[src/rtl/exp_core_pkg.sv]
// rtl/exp_core_pkg.sv - states, Q-format constants and reciprocal table for the e^x core
package exp_core_pkg;

   typedef enum logic [2:0] {
      IDLE,
      INIT,
      MUL_X,
      MUL_R,
      ACC,
      ERR,
      DONE
   } state_e;

   localparam int FRAC_IN  = 12;
   localparam int FRAC_ACC = 16;
   localparam int ACC_W    = 36;
   localparam logic [ACC_W-1:0] ONE_Q16 = 36'h1_0000;
   localparam logic [15:0] LIMIT_DEFAULT = 16'h2000;

   // floor(65536/n); n = 0 never reaches the multiplier
   function automatic logic [16:0] recip_lut(input logic [3:0] n);
      logic [16:0] r;
      case (n)
         4'd1:    r = 17'd65536;
         4'd2:    r = 17'd32768;
         4'd3:    r = 17'd21845;
         4'd4:    r = 17'd16384;
         4'd5:    r = 17'd13107;
         4'd6:    r = 17'd10922;
         4'd7:    r = 17'd9362;
         4'd8:    r = 17'd8192;
         4'd9:    r = 17'd7281;
         4'd10:   r = 17'd6553;
         4'd11:   r = 17'd5957;
         4'd12:   r = 17'd5461;
         4'd13:   r = 17'd5041;
         4'd14:   r = 17'd4681;
         4'd15:   r = 17'd4369;
         default: r = 17'd0;
      endcase
      return r;
   endfunction

endpackage

[src/rtl/exp_taylor_core_if.sv]
// rtl/exp_taylor_core_if.sv - argument/result handshake bundle of the e^x core
interface exp_taylor_core_if;

   logic        in_valid;
   logic        in_ready;
   logic [15:0] in_x;
   logic        out_valid;
   logic        out_ready;
   logic [31:0] out_result;
   logic        out_err;
   logic        busy;

   modport master (
      output in_valid, in_x, out_ready,
      input  in_ready, out_valid, out_result, out_err, busy
   );

   modport slave (
      input  in_valid, in_x, out_ready,
      output in_ready, out_valid, out_result, out_err, busy
   );

endinterface

[src/rtl/exp_recip_rom.sv]
// rtl/exp_recip_rom.sv - combinational 1/n lookup in Q0.16
module exp_recip_rom
   import exp_core_pkg::*;
(
   input  logic [3:0]  n_i,
   output logic [16:0] recip_o
);

   assign recip_o = recip_lut(n_i);

endmodule

[src/rtl/exp_taylor_core.sv]
// rtl/exp_taylor_core.sv - iterative Taylor-series e^x engine with one shared multiplier
module exp_taylor_core
   import exp_core_pkg::*;
#(
   parameter int          N_TERMS = 10,
   parameter logic [15:0] LIMIT   = LIMIT_DEFAULT
) (
   input logic              S_AXI_ACLK,
   input logic              S_AXI_ARESET,
   exp_taylor_core_if.slave bus
);

   state_e                   state_q, state_d;
   logic [15:0]              x_q, x_d;
   logic signed [ACC_W-1:0]  term_q, term_d;
   logic signed [ACC_W-1:0]  sum_q, sum_d;
   logic signed [ACC_W-1:0]  p_q, p_d;
   logic [3:0]               n_q, n_d;
   logic                     out_valid_q, out_valid_d;
   logic [31:0]              out_result_q, out_result_d;
   logic                     out_err_q, out_err_d;

   logic [16:0]              recip;
   logic signed [ACC_W-1:0]  mul_a;
   logic signed [17:0]       mul_b;
   logic signed [ACC_W+17:0] mul_p;
   logic signed [16:0]       x_ext, lim_pos, lim_neg;
   logic                     out_of_range;
   logic [31:0]              clamp;

   exp_recip_rom u_recip (
      .n_i     (n_q),
      .recip_o (recip)
   );

   // MUL_X scales term by x; MUL_R scales the partial product by 1/n
   always_comb begin
      if (state_q == MUL_R) begin
         mul_a = p_q;
         mul_b = $signed({1'b0, recip});
      end else begin
         mul_a = term_q;
         mul_b = $signed({{2{x_q[15]}}, x_q});
      end
   end

   assign mul_p = mul_a * mul_b;

   assign x_ext        = $signed({x_q[15], x_q});
   assign lim_pos      = $signed({1'b0, LIMIT});
   assign lim_neg      = -lim_pos;
   assign out_of_range = (x_ext > lim_pos) || (x_ext < lim_neg);

   always_comb begin
      if (sum_q[ACC_W-1])
         clamp = 32'h0;
      else if (|sum_q[ACC_W-2:32])
         clamp = 32'hFFFF_FFFF;
      else
         clamp = sum_q[31:0];
   end

   always_ff @(posedge S_AXI_ACLK) begin
      if (S_AXI_ARESET) begin
         state_q      <= IDLE;
         x_q          <= '0;
         term_q       <= '0;
         sum_q        <= '0;
         p_q          <= '0;
         n_q          <= '0;
         out_valid_q  <= 1'b0;
         out_result_q <= '0;
         out_err_q    <= 1'b0;
      end else begin
         state_q      <= state_d;
         x_q          <= x_d;
         term_q       <= term_d;
         sum_q        <= sum_d;
         p_q          <= p_d;
         n_q          <= n_d;
         out_valid_q  <= out_valid_d;
         out_result_q <= out_result_d;
         out_err_q    <= out_err_d;
      end
   end

   always_comb begin
      state_d      = state_q;
      x_d          = x_q;
      term_d       = term_q;
      sum_d        = sum_q;
      p_d          = p_q;
      n_d          = n_q;
      out_valid_d  = out_valid_q;
      out_result_d = out_result_q;
      out_err_d    = out_err_q;
      case (state_q)
         IDLE: begin
            if (bus.in_valid) begin
               x_d     = bus.in_x;
               state_d = INIT;
            end
         end
         INIT: begin
            if (out_of_range) begin
               state_d = ERR;
            end else begin
               sum_d   = ONE_Q16;
               term_d  = ONE_Q16;
               n_d     = 4'd1;
               state_d = MUL_X;
            end
         end
         MUL_X: begin
            p_d     = ACC_W'(mul_p >>> FRAC_IN);
            state_d = MUL_R;
         end
         MUL_R: begin
            term_d  = ACC_W'(mul_p >>> FRAC_ACC);
            state_d = ACC;
         end
         ACC: begin
            sum_d   = sum_q + term_q;
            n_d     = n_q + 4'd1;
            state_d = (n_q == 4'(N_TERMS)) ? DONE : MUL_X;
         end
         ERR: begin
            out_result_d = 32'h0;
            out_err_d    = 1'b1;
            out_valid_d  = 1'b1;
            state_d      = DONE;
         end
         DONE: begin
            // normal path arrives with out_valid low: register the settled sum first
            if (!out_valid_q) begin
               out_result_d = clamp;
               out_err_d    = 1'b0;
               out_valid_d  = 1'b1;
            end else if (bus.out_ready) begin
               out_valid_d = 1'b0;
               state_d     = IDLE;
            end
         end
         default: state_d = IDLE;
      endcase
   end

   assign bus.in_ready   = (state_q == IDLE);
   assign bus.busy       = (state_q != IDLE);
   assign bus.out_valid  = out_valid_q;
   assign bus.out_result = out_result_q;
   assign bus.out_err    = out_err_q;

endmodule
[src/flat_wrapper.sv]
// flat-port wrapper written by rule: the top's interface ports become plain ports
module exp_taylor_core_flat import exp_core_pkg::*;
#(
   parameter int          N_TERMS = 10,
   parameter logic [15:0] LIMIT   = LIMIT_DEFAULT
)
  (S_AXI_ACLK, S_AXI_ARESET, bus_in_valid, bus_in_x, bus_out_ready, bus_in_ready, bus_out_valid, bus_out_result, bus_out_err, bus_busy);
  exp_taylor_core_if bus_i ();
  input logic S_AXI_ACLK;
  input logic S_AXI_ARESET;
  input wire logic [$bits(bus_i.in_valid)-1:0] bus_in_valid;
  input wire logic [$bits(bus_i.in_x)-1:0] bus_in_x;
  input wire logic [$bits(bus_i.out_ready)-1:0] bus_out_ready;
  output wire logic [$bits(bus_i.in_ready)-1:0] bus_in_ready;
  output wire logic [$bits(bus_i.out_valid)-1:0] bus_out_valid;
  output wire logic [$bits(bus_i.out_result)-1:0] bus_out_result;
  output wire logic [$bits(bus_i.out_err)-1:0] bus_out_err;
  output wire logic [$bits(bus_i.busy)-1:0] bus_busy;
  assign bus_i.in_valid = bus_in_valid;
  assign bus_i.in_x = bus_in_x;
  assign bus_i.out_ready = bus_out_ready;
  assign bus_in_ready = bus_i.in_ready;
  assign bus_out_valid = bus_i.out_valid;
  assign bus_out_result = bus_i.out_result;
  assign bus_out_err = bus_i.out_err;
  assign bus_busy = bus_i.busy;
  exp_taylor_core #(.N_TERMS(N_TERMS), .LIMIT(LIMIT)) u_core (.S_AXI_ACLK(S_AXI_ACLK), .S_AXI_ARESET(S_AXI_ARESET), .bus(bus_i));
endmodule
[config.mk]
export PLATFORM = sky130hd
export DESIGN_NAME = exp_taylor_core_flat
export DESIGN_NICKNAME = d
export VERILOG_FILES = /design/src/rtl/exp_core_pkg.sv /design/src/rtl/exp_taylor_core_if.sv /design/src/rtl/exp_recip_rom.sv /design/src/rtl/exp_taylor_core.sv /design/src/flat_wrapper.sv
export SDC_FILE = /design/constraint.sdc
export NUM_CORES = 2
export LEC_CHECK = 0
export BUFFER_PORTS_ARGS = -buffer_cell sky130_fd_sc_hd__buf_2
export CAP_MARGIN = 25
export CORE_ASPECT_RATIO = 0.7
export CORE_UTILIZATION = 40
export CTS_BUF_LIST = sky130_fd_sc_hd__clkbuf_4 sky130_fd_sc_hd__clkbuf_8
export DETAILED_ROUTE_END_ITERATION = 6
export PLACE_DENSITY = 0.52
export SLEW_MARGIN = 10
export SYNTH_ARGS = -nofsm -noshare
export SYNTH_HDL_FRONTEND = slang
export SYNTH_SLANG_ARGS = --single-unit
[constraint.sdc]
create_clock -name S_AXI_ACLK -period 15.7 [get_ports S_AXI_ACLK]
set_input_delay 4.71 -clock S_AXI_ACLK [delete_from_list [all_inputs] [get_ports S_AXI_ACLK]]
set_output_delay 4.71 -clock S_AXI_ACLK [all_outputs]
set_load 0.005 [all_outputs]
Word level (Yosys, flattened, before mapping)
Memories as Yosys holds them, arrays and structs flattened. A register that Yosys moved wholly into a read port is not among the register bits.
Cells that the tools add are included.
Widths: inputs -> output; s select.

word-level totals
  register bits after elaboration = 165
  bits in latches = 0
  memory bits (writable) = 0
  ROM bits = 272
  output and inout bits = 36
  memories = 1

operators by class
  add/sub/neg operators = 2
  multipliers = 1
  divide/modulo/power cells = 0
  magnitude comparators = 2
  eq/ne operators = 12
  shifts and indexed selects = 0
  mux-type cells = 24
  bitwise gates (word level) = 0
  reductions and logical operators = 12

memories
  memory           depth  bits a word  read ports  clocked after Yosys merged registers in  write ports  RTL line            RTL
  (no name shown)  16     17           1           1                                        0            exp_core_pkg.sv:23  case (n)

operators by type and width
  cell                  count
  $pmux 36 s2           2
  $mux 32               3
  $mux 36               2
  $pmux 32 s2           1
  $mul 36x18->52        1
  $add 36x36->36        1
  $pmux 3 s7            1
  $mux 18               1
  $gt 16x15->1 const B  1
  $lt 16x14->1 const B  1
  $mux 3                5
  $mux 4                3
  $eq 3x3->1 const B    3
  $ne 2x2->1 const B    4
  $pmux 4 s2            1
  $reduce_and 2->1      4
  $eq 3x2->1 const B    2
  $reduce_bool 2->1     3
  $add 4x1->4 const B   1
  $eq 4x4->1 const B    1
  $pmux 1 s2            2
  $eq 3x1->1 const B    1
  $logic_not 3->1       1
  $mux 1                3
  other kinds (5)       5

Depth between registers and ports, before layout
  depth after elaboration = 6
  gate-level depth with buffers = 31

By module
From an unflattened synthesis, not the netlist that was laid out.

second synthesis, totals
  cell total of the unflattened synthesis = 3595
  area, all modules = 29777.3 µm²

by module, submodules not included
  module           instances  cells each  area an instance (µm²)  sequential area each (µm²)
  exp_taylor_core  1          3541        29434.5                 3303.2
  exp_recip_rom    1          54          342.8                   0.0

Worst setup path before layout
Ideal clock, no wire load.

  path kind = flip-flop to flip-flop
  start = register u_core.state_q[1]
  end = register u_core.term_q[23]
  library setup time = 0.117 ns
  arrival = 7.284 ns
  data required time = 15.583 ns
  path slack = 8.298 ns
  stages on the path, launching flop included = 29
  buffers on the path = 5
  period minus slack after synthesis = 7.402 ns
  cell sequence = dfxtp_1 -> and3b_1 -> clkbuf_1 -> buf_1 -> buf_1 -> nand2_1 -> nand2_1 -> clkbuf_1 -> nand2_1 -> fa_1 -> fa_1 -> fa_1 -> inv_1 -> fa_1 -> fa_1 -> inv_1 -> fa_1 -> inv_1 -> ha_1 -> clkbuf_1 -> a21o_1 -> a21oi_1 -> nor3_1 -> o21ai_1 -> nor3_1 -> a21oi_1 -> a211oi_2 -> or3_1 -> a32o_1

between the ends
  longest elaborated chain between the ends = 4
  elaborated cells on any way between the ends = 9
  those cells by class = mul (1); eq/ne (3); mux (3); reduce/logical (2)

RTL lines
  what                                RTL line                                      RTL
  from (decl)                         exp_taylor_core.sv:13                         state_e state_q, state_d;
  from (signal assigned)              exp_taylor_core.sv:75                         state_q <= state_d;
  $eq 3x2->1                          exp_taylor_core.sv:38, exp_taylor_core.sv:97
  $mux 36 or $mux 18 (tied branches)  exp_taylor_core.sv:38                         if (state_q == MUL_R) begin
  $mul 36x18->52                      exp_taylor_core.sv:47                         assign mul_p = mul_a * mul_b;
  $pmux 36 s2                         exp_taylor_core.sv:97                         case (state_q)
  to (signal assigned)                exp_taylor_core.sv:77                         term_q <= term_d;
  to (decl)                           exp_taylor_core.sv:15                         logic signed [ACC_W-1:0] term_q, term_d;

Parallel ways exist; a longest one is shown, timed or not.
A chain may end at the register's enable or synchronous reset.

Final worst setup path
Ends and elaborated chain as after synthesis.

==> impl_metrics.yaml <==
timing:
  rsz0062_at_grt: "no"
  fin_tns_setup_ps: 0
  period_share_pct: 61.19
  period_minus_slack_ps: 9607
  clock_skew_ps: 24.29
  slew_violations: 0
  relSlewSlack_pct: 25.95
  finalHoldViolations: 0
  max_freq_ghz: 0.1041
  finalSetupViolCount: 0
  worstMarginPinSlew_ps: 1080
cts:
  clock_sinks: 181
  clockBufferDepth: 2
  holdBufCountCts: 0
  cts_tree: "done"
  root_buffer: "clkbuf_8"
  ctsResizeCount: 0
  cts_buffers: 17
  clk_pin_slew_ps: 110
  cts_setup_buffers: 0
  worstSkewPairLatency_ps: 510
  htree_levels: 4
job:
  cap_violations: 0
critical_path:
  path_max_fanout: 65
  crit_chain: "and3b_4, buf_4, mux2i_1, nor2_1, fa_1, inv_1, fa_1, fa_1, inv_1, fa_1, fa_1, inv_1, fa_1, inv_1, ha_1, a21oi_1, o21ai_0, o41ai_1, a211oi_1, a21oi_1, a211oi_2, or3_1, a32o_1"
  cp_data_required_time_ps: 16110
  start_kind: "flip-flop"
  critPathMaxStageDelay_ps: 970
  crit_family: "adder cells"
  slowest_stage: "mux2i_1"
  crit_top_cell: "fa_1"
  worst_setup_path_end_kind: "flip-flop"
  path_class: "reg -> reg"
  arrival_ps: 10010
  path_buf_inv: 5
  rrSetupSlack_ps: 6090
yosys:
  synth_most_common_cell: "nand2_1"
  syn_avg_cell_area_sq_um: 8.330
  synth_nets: 4398
  ys.flop_type: "dfxtp_1"
  syn_inst: 3611
  yosysWarningCount: 0
  synth_area_leaders: "fa_1 (40%), dfxtp_1 (12%), nand2_1 (8.9%)"
  syn_area_sq_mm: 0.03008
  synth.ff_latch_count: 181
  synth-edff-count: 0
  yosysUniqueCellTypes: 72
  yosysTopAreaCell: "fa_1"
  async_flop_share_pct: 0
  yosysSeqAreaShare_pct: 12.05
  yosys-top-cells-count: "nand2_1 (716), inv_1 (685), fa_1 (603)"
  synth_top_area_share_pct: 40.13
finish:
  antenna_cells: 0
  drive_gt1_share_pct: 4.832
  seq_area_sq_mm: 0.003623
  multi_input_area_sq_mm: 0.02336
  nets: 4375
  fillers: 7495
  area_growth_pct: 6.476
  fin_util_pct: 43.38
  fin_area_sq_mm: 0.03203
status:
  status: "finished, final reports clean"
global_route:
  track_usage_pct: 27.20
  antenna_found_initial: 2
  first_global_vias: 23820
  grt_overflow: 0
  grt_pass1_wl_mm: 154.1
  grt_max_degree: 71
route:
  vias: 24100
  drtAntennaViolNets: 0
  drc_errors: 0
  routed_wl_mm: 100.9
  via_per_inst: 5.264
  drt-initial-drc-count: 2079
  wire_per_inst_microns: 22.04
  drt-pass1-iter-count: 5
placed_design:
  place_congestion: 0.9035
  dp_hpwl_mm: 81.43
  placed_area_sq_mm: 0.03161
  portBuffers: 55
floorplan:
  dieHeight_microns: 231.4
  die_area_sq_mm: 0.07632
  die_w_microns: 329.8
  initial_core_util_pct: 40.74
  ios: 56
  rows: 83
  coreArea_sq_mm: 0.07384
power_and_ir_drop:
  ir_drop_mv: 0.05588
  p_per_area_mw_per_mm2: 40.80
  p_leak_nw: 14.97
  p_total_mw: 1.307
min_path:
  hp-class: "reg -> reg"
==> per-stage QoR <==
stage	hold slack, ps	cells	worst slack, ps
floorplan	436.6	3611	8298
detailed placement	442.7	4545	6336
global placement	436.6	4535	6211
finish	455.6	4578	6093
CTS	457.5	4577	6295
global route	488.4	4578	5736
==> worst register-to-register path: cells and delay by family (launching register included) <==
family                     cells  cell delay, ps
adders and majority gates      7            3350
and+or+nand+nor                3            1340
AOI/OAI and AO/OA              7            2070
buffers and inverters          5            1080
DFF                            1             650
muxes                          1            1010
==> routing by layer <==
metal | part of all wire [%] | up-vias | global-route usage (%)
met5 | 0 | - | 0
met4 | 1.3 | 0 | 3.950
met3 | 8.9 | 76 | 6.915
li1 | - | 11020 | -
met2 | 40 | 824 | 37.48
met1 | 50 | 12180 | 42.76
==> report_power, final <==
part / internal [mW] / leakage, nW / switching [mW]
logic: 0.129 / 13.3 / 0.328
registers: 0.472 / 1.46 / 0.0213
clock network: 0.151 / 0.205 / 0.206
total: 0.752 / 15.0 / 0.555
==> area by class of cell <==
type / instances / share of cell area [%]
clock buffer: 18 / 0.7735
tap: 977 / 3.817
clock inverter: 14 / 0.5117
timing repair buffer: 115 / 2.609
multi-input combinational: 2586 / 72.92
sequential: 181 / 11.31
inverter: 687 / 8.051
==> placed cells by master, fill, tap and decap left out, types with 38 or more instances in the layout <==
master    instances
ha_1            164
a21o_1           43
mux2i_1          42
xnor2_1          52
nand2_1         716
a21oi_1         149
nor2_1          371
dfxtp_1         181
o211ai_1         38
o21ai_0          47
buf_4            55
inv_1           685
buf_2            54
fa_1            603
==> registers in the layout (all words and copies together), names as in the netlist <==
name / cells
u_core.state_q: 3
u_core.term_q: 36
u_core.bus.out_err: 1
u_core.p_q: 36
u_core.sum_q: 36
u_core.bus.out_valid: 1
u_core.bus.out_result: 32
u_core.n_q: 4
u_core.u_recip.recip_o: 16
u_core.x_q: 16
==> kinds of logic after synthesis <==
family          synth area share [%]
simple gates                   16.50
buf+inv                        10.54
fa+ha+maj                      46.95
compound gates                 9.966
flops                          12.05
xor+xnor                       2.358
mux                            1.635
==> path summary, 6_finish.rpt <==
| path | startpoint | to | depth (start not counted) |
|---|---|---|---|
| max | u_core.state_q[1] | u_core.term_q[23] | 23 |
| min | u_core.bus.out_result[29] | u_core.bus.out_result[29] | 2 |
| max reg2reg | u_core.state_q[1] | u_core.term_q[23] | 23 |
| min reg2reg | u_core.bus.out_result[29] | u_core.bus.out_result[29] | 2 |
Power figures use the tool's default switching activity.
